[config.mk]
export PLATFORM = sky130hd
export DESIGN_NAME = run_control
export DESIGN_NICKNAME = d
export VERILOG_FILES = /design/src/rtl/run_control_pkg.sv /design/src/rtl/button_debounce.sv /design/src/rtl/run_control.sv
export SDC_FILE = /design/constraint.sdc
export NUM_CORES = 1
export LEC_CHECK = 0
export CORE_AREA = 2 2 106 108
export DETAILED_ROUTE_END_ITERATION = 8
export DIE_AREA = 0 0 108 110
export PLACE_DENSITY = 0.56
export SETUP_SLACK_MARGIN = 0.5
export SYNTH_ARGS = -nofsm -noshare
export SYNTH_HDL_FRONTEND = slang
export SYNTH_SLANG_ARGS = --single-unit
[constraint.sdc]
create_clock -name clk -period 3.6 [get_ports clk]
set_input_delay 0.54 -clock clk [delete_from_list [all_inputs] [get_ports clk]]
set_output_delay 0.54 -clock clk [all_outputs]
set_load 0.05 [all_outputs]
[src/rtl/run_control_pkg.sv]
// Shared types for the board run controller: mode encoding and cycle-counter width.
package run_control_pkg;

  typedef enum logic [1:0] {
    HALT = 2'd0,
    RUN  = 2'd1,
    STEP = 2'd2
  } run_state_e;

  localparam int unsigned CYCLE_CNT_W = 32;

endpackage

[src/rtl/button_debounce.sv]
// Raw push-button conditioner: 2-FF synchronizer, stability counter, and a
// registered one-cycle press pulse on each accepted 0->1 level change.
module button_debounce #(
  parameter int unsigned DEBOUNCE_CYCLES = 1000000
) (
  input  logic clk,
  input  logic rst_n,
  input  logic btn_raw,
  output logic press
);

  localparam int unsigned CNT_W = $clog2(DEBOUNCE_CYCLES + 1);
  localparam logic [CNT_W-1:0] CNT_LAST = CNT_W'(DEBOUNCE_CYCLES - 1);

  logic             sync1_q, sync1_d;
  logic             sync2_q, sync2_d;
  logic [CNT_W-1:0] cnt_q, cnt_d;
  logic             level_q, level_d;
  logic             level_dly_q, level_dly_d;
  logic             press_q, press_d;

  always_comb begin
    sync1_d     = btn_raw;
    sync2_d     = sync1_q;
    cnt_d       = cnt_q;
    level_d     = level_q;
    level_dly_d = level_q;
    press_d     = level_q & ~level_dly_q;
    // The increment that would reach DEBOUNCE_CYCLES accepts the new level instead.
    if (sync2_q == level_q) begin
      cnt_d = '0;
    end else if (cnt_q == CNT_LAST) begin
      level_d = sync2_q;
      cnt_d   = '0;
    end else begin
      cnt_d = cnt_q + 1'b1;
    end
  end

  always_ff @(posedge clk) begin
    if (!rst_n) begin
      sync1_q     <= 1'b0;
      sync2_q     <= 1'b0;
      cnt_q       <= '0;
      level_q     <= 1'b0;
      level_dly_q <= 1'b0;
      press_q     <= 1'b0;
    end else begin
      sync1_q     <= sync1_d;
      sync2_q     <= sync2_d;
      cnt_q       <= cnt_d;
      level_q     <= level_d;
      level_dly_q <= level_dly_d;
      press_q     <= press_d;
    end
  end

  assign press = press_q;

endmodule

[src/rtl/run_control.sv]
// Run/halt/single-step controller driving the CPU clock enable and divider select.
// Optional cycle counter enabled by defining RUN_CONTROL_CYCLE_CNT_EN.
//
// state | meaning
// HALT  | CPU stopped, waiting for run or step press
// RUN   | CPU free-running until halt_req or run press
// STEP  | one CPU cycle, ends on the next observed cpu_tick
module run_control
  import run_control_pkg::*;
#(
  parameter int unsigned DEBOUNCE_CYCLES = 1000000
) (
  input  logic                   clk,
  input  logic                   rst_n,
  input  logic                   btn_freq,
  input  logic                   btn_run,
  input  logic                   btn_step,
  input  logic                   halt_req,
  input  logic                   cpu_tick,
  output logic                   frequency,
  output logic                   cpu_en,
  output logic [1:0]             state,
  output logic [CYCLE_CNT_W-1:0] cycle_count
);

  logic       press_freq, press_run, press_step;
  run_state_e state_q, state_d;
  logic       cpu_en_q, cpu_en_d;
  logic       freq_q, freq_d;

  button_debounce #(.DEBOUNCE_CYCLES(DEBOUNCE_CYCLES)) u_db_freq (
    .clk(clk), .rst_n(rst_n), .btn_raw(btn_freq), .press(press_freq));
  button_debounce #(.DEBOUNCE_CYCLES(DEBOUNCE_CYCLES)) u_db_run (
    .clk(clk), .rst_n(rst_n), .btn_raw(btn_run), .press(press_run));
  button_debounce #(.DEBOUNCE_CYCLES(DEBOUNCE_CYCLES)) u_db_step (
    .clk(clk), .rst_n(rst_n), .btn_raw(btn_step), .press(press_step));

  always_comb begin
    state_d  = state_q;
    freq_d   = freq_q ^ press_freq;
    cpu_en_d = (state_q == RUN) || (state_q == STEP);
    unique case (state_q)
      HALT: begin
        if (halt_req)        state_d = HALT;
        else if (press_run)  state_d = RUN;
        else if (press_step) state_d = STEP;
      end
      RUN: begin
        if (halt_req || press_run) state_d = HALT;
      end
      // halt_req deliberately does not abort a step in flight.
      STEP: begin
        if (cpu_tick) state_d = HALT;
      end
      default: state_d = HALT;
    endcase
  end

  always_ff @(posedge clk) begin
    if (!rst_n) begin
      state_q  <= HALT;
      cpu_en_q <= 1'b0;
      freq_q   <= 1'b0;
    end else begin
      state_q  <= state_d;
      cpu_en_q <= cpu_en_d;
      freq_q   <= freq_d;
    end
  end

`ifdef RUN_CONTROL_CYCLE_CNT_EN
  logic [CYCLE_CNT_W-1:0] cycle_cnt_q, cycle_cnt_d;

  always_comb begin
    cycle_cnt_d = cycle_cnt_q;
    if (cpu_tick && cpu_en_q) cycle_cnt_d = cycle_cnt_q + 1'b1;
  end

  always_ff @(posedge clk) begin
    if (!rst_n) cycle_cnt_q <= '0;
    else        cycle_cnt_q <= cycle_cnt_d;
  end

  assign cycle_count = cycle_cnt_q;
`else
  assign cycle_count = '0;
`endif

  assign frequency = freq_q;
  assign cpu_en    = cpu_en_q;
  assign state     = state_q;

endmodule
==> qor.txt <==
# DRC: 0
Core ar.: 10700 µm²
synthesized cell area: 3656 µm²
Max Fclk: 451.4 MHz
Pwr per Cell Area: 437.0 nW/µm²
fin worst setup slack: 1385 ps
Layout Nets: 436
skew final: 8.703 ps
DR WL/cell: 11.10 µm
Pleak: 0.001328 µW
die width: 108 µm
drt first pass iters: 4
I/O Buffers: 10
I/O pin cnt: 43
Crit Path Category: flop to flop
CTS H-tree depth: 3
Yosys cell types: 43
initial antenna violation count: 0
Hold Crit Class: flop to flop
Fin Setup TNS: 0 ps
clock buffer depth: 2
final hold violations: 0
CTS tree: built
Detail Placement HPWL: 4336 µm
post-route ant nets: 0
EDFF count, synth: 0
pin count of the biggest net entering global routing: 20
critical path's largest stage delay: 600 ps
Via density: 4.650
outcome: completed
# clock sinks: 79
routability congestion estimate: 0.7706
vias in the first global route: 2364
remaining global-route overflow: 0
Clock Tree Root: clkbuf_8
Final Slew Violations: 0
Yosys reg bits: 79
WP data arrival: 2440 ps
layout cells sized above 1: 0.06308
Critical Path RT: 3830 ps
Cell Chain, Critical Path: ha_1 -> nand3_1 -> or4_4 -> o211ai_4 -> nor2_1
Total Power: 1747 µW
area grow syn2layout: 9.343%
most common cell after layout, fill and taps aside: dfxtp_1
Setup Viol. Count Final: 0
Max Fanout on Critical Path: 19
Die Ht: 110 µm
global-route wire length before repair: 10740 µm
drt first-iter violations: 83
Post-synth top flop: dfxtp_1
Reg clk slew, reported paths: 80 ps
worst-margin pin slew: 575.7 ps
Avg Synthesized Cell Area: 8.895 µm²
wirelength, routed: 6305 µm
die area: 11880 µm²
Crit. End Element: flop
ANT cells: 0
RSZ-0062 raised after global routing: false
Ys Warns: 0
Starting Density: 0.3418
pre-CTS WS: 1396 ps
clk_lat worst skew: 360 ps
Critical Path Start Type: flop
worst vdd ir: 0.1608 mV
CTS Buf Count: 9
post-CTS setup buffers: 0
Via Count: 2641
slowest stage cell, crit path: or4_4
most frequent cells in the layout: dfxtp_1, nor2_1, conb_1
post-CTS sizing: 0
post-synthesis sequential area ratio: 0.4326
Tmin final: 2215 ps
synthesized netlist cell count: 411
cts hold-fix bufs: 0
Core Rows: 38
Slew Limit Headroom: 0.6150
async set or reset register ratio after synthesis: 0
number of max-cap violations: 0
Total GRT Usage: 0.1152
WHS: 382.3 ps
Final period util: 0.6154
==> routing by layer <==
metal / track usage / up-vias / part of all wire
met5: 0 / - / 0
met4: 0.05769 / 0 / 0.012
met3: 0.03704 / 7 / 0.055
met2: 0.1712 / 52 / 0.44
met1: 0.1506 / 1195 / 0.50
li1: - / 1387 / -
==> layout make-up <==
| class | count | area (µm²) |
|---|---|---|
| timing repair buffer | 11 | 107.6 |
| sequential | 79 | 1582 |
| multi-input combinational | 305 | 1838 |
| inverter | 17 | 63.81 |
| clock inverter | 5 | 80.08 |
| clock buffer | 11 | 151.4 |
| tap | 140 | 175.2 |
| fill | 1086 | 6700 |
==> synthesized netlist by cell type, types with 2 or more instances <==
master,n,area share
xnor2_1,18,0.043
clkbuf_1,7,0.0072
or3_1,12,0.021
nand3_1,20,0.027
nor4_1,3,0.0051
inv_1,17,0.017
or4_1,8,0.016
nor2_1,48,0.049
or4_4,2,0.0062
nor2b_1,4,0.0068
nand2b_1,2,0.0034
o21a_1,3,0.0062
nor4b_1,2,0.0048
and2_1,14,0.024
nor3_1,5,0.0068
ha_1,6,0.021
a21oi_1,21,0.029
o21ai_0,15,0.021
nand2_1,18,0.018
and3_1,4,0.0068
buf_4,33,0.068
nand4_1,18,0.031
dfxtp_1,79,0.43
o31ai_1,5,0.010
and4_1,8,0.019
xor2_1,22,0.053
==> flip-flops by register name, indices dropped and copies added (netlist names), 2 cells and up <==
register	cells
u_db_run.cnt_q	20
u_db_freq.cnt_q	20
u_db_step.cnt_q	20
state	2
==> final timing paths <==
kind,startpoint,to,slack [ps],cells past startpoint
worst min register to register,u_db_freq.level_dly_q,u_db_freq.press,380,1
worst max register to register,u_db_step.cnt_q[0],u_db_step.cnt_q[2],1380,5
worst min-delay path,u_db_freq.level_dly_q,u_db_freq.press,380,1
worst max-delay path,u_db_step.cnt_q[0],u_db_step.cnt_q[2],1380,5
==> where the power goes <==
part / total (µW) / internal [µW] / switching [µW]
registers: 882 / 878 / 3.15
logic: 110 / 15.9 / 93.6
clock network: 756 / 427 / 329
==> logic make-up (layout without fill, tap and decap cells) <==
| group | count (synthesis) | in the layout | synth area share |
|---|---|---|---|
| xor+xnor | 40 | 40 | 0.09582 |
| compound gates | 48 | 48 | 0.08042 |
| simple gates | 178 | 178 | 0.2704 |
| other cells | 1 | 32 | 0.001026 |
| fa+ha+maj | 6 | 6 | 0.02053 |
| flops | 79 | 79 | 0.4326 |
| buf+inv | 58 | 44 | 0.09651 |
| mux | 1 | 1 | 0.002738 |
==> worst max-delay path: cells and delay by family, from the launching register on <==
| kind | cells | cell delay, ps |
|---|---|---|
| compound gates | 1 | 480 |
| fa+ha+maj | 1 | 210 |
| flops | 1 | 400 |
| simple gates | 3 | 990 |
==> stage by stage <==
step	instances	utilization	area, µm²
finish	568	0.3737	3998
global route	568	0.3737	3998
CTS	568	0.3737	3998
detailed placement	552	0.3520	3766
global placement	552	0.3520	3766
floorplan	442	-	3772
(Power assumes the default switching activity.)
